[src/rtl/wrf_pkg.sv]
// Shared defaults, FSM state type and window-relative index helper for windowed_reg_file.
package wrf_pkg;

  localparam int unsigned WRF_DATA_W      = 16;
  localparam int unsigned WRF_NUM_PHYS    = 8;
  localparam int unsigned WRF_WIN_REGS    = 4;
  localparam int unsigned WRF_STRIDE      = 2;
  localparam int unsigned WRF_SPILL_WORDS = 16;

  typedef enum logic [1:0] {
    StIdle,
    StSpill,
    StFill
  } wrf_state_e;

  function automatic int unsigned wrf_phys_idx(input int unsigned win, input int unsigned off,
                                               input int unsigned stride,
                                               input int unsigned nphys);
    return (win * stride + off) % nphys;
  endfunction

endpackage

[src/rtl/wrf_spill_stack.sv]
// Spill stack for windowed_reg_file: word array plus stack pointer, one word moved per beat.
module wrf_spill_stack #(
  parameter int unsigned DATA_W = 16,
  parameter int unsigned DEPTH  = 16,
  parameter int unsigned STRIDE = 2,
  parameter int unsigned BEAT_W = 1
) (
  input  logic              clk,
  input  logic              rst,
  input  logic              i_push,
  input  logic              i_pop,
  input  logic              i_last,
  input  logic [BEAT_W-1:0] i_beat,
  input  logic [DATA_W-1:0] i_push_data,
  output logic [DATA_W-1:0] o_pop_data,
  output logic              o_full,
  output logic              o_empty
);

  localparam int unsigned AW  = $clog2(DEPTH);
  localparam int unsigned SPW = $clog2(DEPTH + 1);

  logic [DATA_W-1:0] r_mem [DEPTH];
  logic [SPW-1:0]    r_sp;
  logic [AW-1:0]     w_push_idx;
  logic [AW-1:0]     w_pop_idx;

  assign w_push_idx = AW'(r_sp + SPW'(i_beat));
  // Pop reads the frame just below sp; sp itself only moves on the last beat.
  assign w_pop_idx  = AW'(r_sp - SPW'(STRIDE) + SPW'(i_beat));
  assign o_pop_data = r_mem[w_pop_idx];
  assign o_full     = (r_sp == SPW'(DEPTH));
  assign o_empty    = (r_sp == '0);

  always_ff @(posedge clk or posedge rst) begin
    if (rst) begin
      r_mem <= '{default: '0};
      r_sp  <= '0;
    end else begin
      if (i_push) r_mem[w_push_idx] <= i_push_data;
      if (i_push && i_last)     r_sp <= r_sp + SPW'(STRIDE);
      else if (i_pop && i_last) r_sp <= r_sp - SPW'(STRIDE);
    end
  end

endmodule

[src/rtl/windowed_reg_file.sv]
// Register-window file with overlapping windows and spill/fill to a stack.
// Define WRF_BYPASS_EN to forward same-cycle write data onto the read ports.
module windowed_reg_file
  import wrf_pkg::*;
#(
  parameter int unsigned DATA_W      = WRF_DATA_W,
  parameter int unsigned NUM_PHYS    = WRF_NUM_PHYS,
  parameter int unsigned WIN_REGS    = WRF_WIN_REGS,
  parameter int unsigned STRIDE      = WRF_STRIDE,
  parameter int unsigned SPILL_WORDS = WRF_SPILL_WORDS
) (
  input  logic                                 clk,
  input  logic                                 rst,
  input  logic [$clog2(WIN_REGS)-1:0]          r1_addr,
  input  logic [$clog2(WIN_REGS)-1:0]          r2_addr,
  output logic [DATA_W-1:0]                    r1,
  output logic [DATA_W-1:0]                    r2,
  input  logic [$clog2(WIN_REGS)-1:0]          wr_addr,
  input  logic [DATA_W-1:0]                    wr_data,
  input  logic                                 wr_en,
  input  logic                                 win_inc,
  input  logic                                 win_dec,
  output logic [$clog2(NUM_PHYS/STRIDE)-1:0]   cwp,
  output logic                                 busy,
  output logic                                 ovf,
  output logic                                 unf
);

  localparam int unsigned NUM_WIN = NUM_PHYS / STRIDE;
  localparam int unsigned CW      = $clog2(NUM_WIN);
  localparam int unsigned PW      = $clog2(NUM_PHYS);
  localparam int unsigned BW      = (STRIDE > 1) ? $clog2(STRIDE) : 1;

  logic [DATA_W-1:0] r_regs [NUM_PHYS];
  logic [CW-1:0]     r_cwp;
  logic [CW-1:0]     r_resident;
  logic [BW-1:0]     r_beat;
  wrf_state_e        r_state;
  logic              r_ovf;
  logic              r_unf;

  logic              w_idle, w_inc, w_dec, w_win_full, w_win_single, w_last;
  logic              w_sp_full, w_sp_empty;
  logic [CW-1:0]     w_mv_win;
  logic [PW-1:0]     w_r1_idx, w_r2_idx, w_wr_idx, w_mv_idx;
  logic [DATA_W-1:0] w_pop_data;

  assign w_idle       = (r_state == StIdle);
  assign w_inc        = w_idle && win_inc && !win_dec;
  assign w_dec        = w_idle && win_dec && !win_inc;
  assign w_win_full   = (r_resident == CW'(NUM_WIN - 1));
  assign w_win_single = (r_resident == CW'(1));
  assign w_last       = (r_beat == BW'(STRIDE - 1));

  // Spill drains the oldest resident window; fill restores into the current one.
  assign w_mv_win = (r_state == StSpill) ? CW'(r_cwp - r_resident + CW'(1)) : r_cwp;

  assign w_r1_idx = PW'(wrf_phys_idx(32'(r_cwp), 32'(r1_addr), STRIDE, NUM_PHYS));
  assign w_r2_idx = PW'(wrf_phys_idx(32'(r_cwp), 32'(r2_addr), STRIDE, NUM_PHYS));
  assign w_wr_idx = PW'(wrf_phys_idx(32'(r_cwp), 32'(wr_addr), STRIDE, NUM_PHYS));
  assign w_mv_idx = PW'(wrf_phys_idx(32'(w_mv_win), 32'(r_beat), STRIDE, NUM_PHYS));

  always_comb begin
`ifdef WRF_BYPASS_EN
    r1 = (wr_en && w_idle && (w_r1_idx == w_wr_idx)) ? wr_data : r_regs[w_r1_idx];
    r2 = (wr_en && w_idle && (w_r2_idx == w_wr_idx)) ? wr_data : r_regs[w_r2_idx];
`else
    r1 = r_regs[w_r1_idx];
    r2 = r_regs[w_r2_idx];
`endif
  end

  assign cwp  = r_cwp;
  assign busy = !w_idle;
  assign ovf  = r_ovf;
  assign unf  = r_unf;

  always_ff @(posedge clk or posedge rst) begin
    if (rst) begin
      r_regs <= '{default: '0};
    end else begin
      if (w_idle && wr_en)     r_regs[w_wr_idx] <= wr_data;
      if (r_state == StFill)   r_regs[w_mv_idx] <= w_pop_data;
    end
  end

  always_ff @(posedge clk or posedge rst) begin
    if (rst) begin
      r_cwp      <= '0;
      r_resident <= CW'(1);
      r_beat     <= '0;
      r_state    <= StIdle;
      r_ovf      <= 1'b0;
      r_unf      <= 1'b0;
    end else begin
      case (r_state)
        StIdle: begin
          r_beat <= '0;
          if (w_inc && w_win_full && !w_sp_full) begin
            r_state <= StSpill;
          end else if (w_inc && w_win_full) begin
            r_ovf <= 1'b1;
          end else if (w_inc) begin
            r_cwp      <= r_cwp + CW'(1);
            r_resident <= r_resident + CW'(1);
          end else if (w_dec && w_win_single && !w_sp_empty) begin
            r_cwp   <= r_cwp - CW'(1);
            r_state <= StFill;
          end else if (w_dec && w_win_single) begin
            r_unf <= 1'b1;
          end else if (w_dec) begin
            r_cwp      <= r_cwp - CW'(1);
            r_resident <= r_resident - CW'(1);
          end
        end
        StSpill: begin
          if (w_last) begin
            r_cwp   <= r_cwp + CW'(1);
            r_beat  <= '0;
            r_state <= StIdle;
          end else begin
            r_beat <= r_beat + BW'(1);
          end
        end
        StFill: begin
          if (w_last) begin
            r_beat  <= '0;
            r_state <= StIdle;
          end else begin
            r_beat <= r_beat + BW'(1);
          end
        end
        default: r_state <= StIdle;
      endcase
    end
  end

  wrf_spill_stack #(
    .DATA_W (DATA_W),
    .DEPTH  (SPILL_WORDS),
    .STRIDE (STRIDE),
    .BEAT_W (BW)
  ) u_stack (
    .clk         (clk),
    .rst         (rst),
    .i_push      (r_state == StSpill),
    .i_pop       (r_state == StFill),
    .i_last      (w_last),
    .i_beat      (r_beat),
    .i_push_data (r_regs[w_mv_idx]),
    .o_pop_data  (w_pop_data),
    .o_full      (w_sp_full),
    .o_empty     (w_sp_empty)
  );

endmodule

[config.mk]
export PLATFORM = sky130hd
export DESIGN_NAME = windowed_reg_file
export DESIGN_NICKNAME = d
export VERILOG_FILES = /design/src/rtl/wrf_pkg.sv /design/src/rtl/wrf_spill_stack.sv /design/src/rtl/windowed_reg_file.sv
export SDC_FILE = /design/constraint.sdc
export NUM_CORES = 1
export LEC_CHECK = 0
export CORE_MARGIN = 3
export CORE_UTILIZATION = 58
export CTS_BUF_LIST = sky130_fd_sc_hd__clkbuf_4
export DETAILED_ROUTE_END_ITERATION = 8
export GPL_ROUTABILITY_DRIVEN = 0
export PLACE_DENSITY = 0.79
export RECOVER_POWER = 50
export SYNTH_ARGS = -nofsm -noshare
export SYNTH_HDL_FRONTEND = slang
export SYNTH_SLANG_ARGS = --single-unit
[constraint.sdc]
create_clock -name clk -period 35.4 [get_ports clk]
set_clock_uncertainty 0.15 [all_clocks]
set_input_delay 8.85 -clock clk [delete_from_list [all_inputs] [get_ports clk]]
set_output_delay 8.85 -clock clk [all_outputs]
set_load 0.02 [all_outputs]
==> qor.yml <==
overflow: 0
cpLargestDelayFamily: "buffers and inverters"
drv_cap: 11
core-area_mm2: 0.0358
critPathCaptureType: "output port"
relSlewSlack: -2.33
clkSlewWorstSetupHoldPaths_ns: 0.06
cts_hold_buf: 0
status: "complete, but fails checks"
synth-async-reset-ratio: 1.00
leakage_nw: 10.1
drive_gt1_frac: 0.206
ioPinCount: 64
die_x_um: 197
synth-seq-cells: 397
worstSetupStartpointType: "input port"
vias: 15829
tritoncts: "built"
dpl_worst_slack_ns: 14.97
antenna_found_initial: 1
crit_path_start: "r2_addr[1]"
critPathRequiredTime_ns: 26.40
clock-sinks: 397
wl_um: 54800
drc_errors: 0
synth_edf_count: 0
clk_latency_ns: 0.76
arrival_ns: 11.36
ant_nets: 0
synth_area_mm2: 0.0213
cp_slowest_cell: "xor2_2"
yosysTopAreaCellShare: 0.466
htreeDepth: 3
placed_cell_area_mm2: 0.0220
final_area_mm2: 0.0231
die_y_um: 197
synth_nets: 1967
cp_cell_sequence: "clkdlybuf4s50_1 > ha_1 > xor2_2 > mux2_2 > clkdlybuf4s50_1"
wire_per_inst_um: 22.1
grt_max_degree: 114
cpPeakStageDelay_ns: 0.82
clockBufferDepth: 3
finalHoldViolations: 0
violations: "capacitance limit, slew limit"
rows: 69
drtIter0Drc: 1340
setup_violations: 0
fmax_mhz: 49.1
synthFlopType: "dfrtp_1"
path_class: "in2out"
ctsResizeCount: 0
cts_buffers: 100
tightestPinTransition_ns: 4.97
cts_setup_buffers: 0
yosysSeqAreaShare: 0.468
grtUsageTotal: 0.286
fin_ws_ns: 15.04
dieArea_mm2: 0.0390
layout_common_cells: "dfrtp_1, nand2_1, o21ai_0"
hp-start: "u_stack.r_mem[240]"
synth.avg_cell_area_um2: 11.0
yosysTopAreaCell: "dfrtp_1"
drt-pass1-iter-count: 5
final_common_cell: "dfrtp_1"
rr_startpoint: "r_beat"
drt-vias-per-instance: 6.37
nets: 2004
fin_crit_ns: 20.36
syn_to_final_growth_pct: 8.80
worstPathMaxFanout: 16
synthCells: 1928
fin_util: 0.645
period_share: 0.575
irDropWorstVdd_v: 0.0000935
finalSetupTns_ns: 0
grt_pass1_vias: 16037
cts_root_buf: "clkbuf_4"
rsz0062_at_grt: "no"
min_path_type: "reg2reg"
synth_area_leaders: "dfrtp_1, mux4_2, mux2i_1"
ys_types: 48
yosysWarningCount: 0
finalMaxSlewViolations: 351
initial_core_util: 0.593
grt_pass1_wl_um: 87400
io_buffers: 63
critical_path_buf_inv_count: 2
p_per_area_mw_per_mm2: 99.3
dp_hpwl_um: 34900
cpMostUsedCell: "clkdlybuf4s50_1"
cell type report:
class	instances	area, um2
repair buffers	107	925
flip-flops and latches	397	9940
fillers	2747	12700
multi-input cells	1349	10400
inverters	10	38.8
clock buffers	145	1090
diodes	1	2.50
well taps	461	577
clock inverters	16	141
report_power, final:
part / total (W) / internal [W] / switching [W]
Sequential: 0.000777 / 0.000620 / 0.000157
Clock: 0.000389 / 0.000207 / 0.000182
Combinational: 0.00113 / 0.000492 / 0.000640
synthesized netlist by cell type, drive strengths merged (2+ instances only):
master	count
a41o	2
clkbuf	94
xor2	5
dfrtp	396
mux2i	234
buf	78
a31oi	2
nand3	15
nand2b	4
and3b	2
o21ai	249
xnor2	9
a21oi	147
o22ai	33
nor2	185
nor3b	2
nand4	4
nor2b	2
nor3	6
mux2	32
inv	10
nand2	265
ha	12
and3	2
mux4	128
worst min-delay path, delay by kind of cell (launching register included):
family           cells  cell delay [ns]
flip-flops           1             0.34
AO/OA/AOI/OAI        1             0.06
AND/OR/NAND/NOR      1             0.04
state kept, by name, indices dropped and copies added, names as in the netlist:
| register | count |
|---|---|
| r_regs | 128 |
| ovf | 1 |
| cwp | 2 |
| r_resident | 2 |
| unf | 1 |
| u_stack.r_mem | 256 |
| u_stack.r_sp | 4 |
| r_beat | 1 |
| r_state | 2 |
final timing paths:
check | slack [ns] | cells after the start | endpoint
setup / recovery | 15.04 | 5 | r2[11]
setup reg to reg | 27.83 | 5 | u_stack.r_mem[118]
max in group asynchronous | 21.74 | 4 | u_stack.r_mem[121]
hold / removal | 0.32 | 2 | u_stack.r_mem[240]
hold reg to reg | 0.32 | 2 | u_stack.r_mem[240]
min in group asynchronous | 9.89 | 2 | r_regs[33]
per-layer routing:
metal | vias to the layer above | global-route usage | wire length, um
li1 | 6997 | - | -
met2 | 800 | 0.468 | 26700
met5 | - | 0 | 0
met4 | 0 | 0.105 | 1560
met3 | 142 | 0.0580 | 5080
met1 | 7890 | 0.385 | 21500
metrics by stage:
stage / std cells / power [W] / hold slack [ns]
3_3_place_gp: 2324 / 0.00186 / 0.306
4_1_cts: 2485 / 0.00230 / 0.328
2_1_floorplan: 1928 / 0.00160 / 0.295
3_5_place_dp: 2324 / 0.00191 / 0.309
6_report: 2486 / 0.00230 / 0.324
5_1_grt: 2486 / 0.00243 / 0.338
kinds of logic after synthesis:
kind of cell | count (synthesis) | share of synthesized area
AND/OR/NAND/NOR | 489 | 0.0956
AO/OA/AOI/OAI | 439 | 0.118
flip-flops | 397 | 0.468
multiplexers | 394 | 0.263
buffers and inverters | 182 | 0.0422
XOR/XNOR | 15 | 0.00689
adder cells (fa/ha/maj) | 12 | 0.00707
Note: power is estimated with default switching activity, not from simulation.
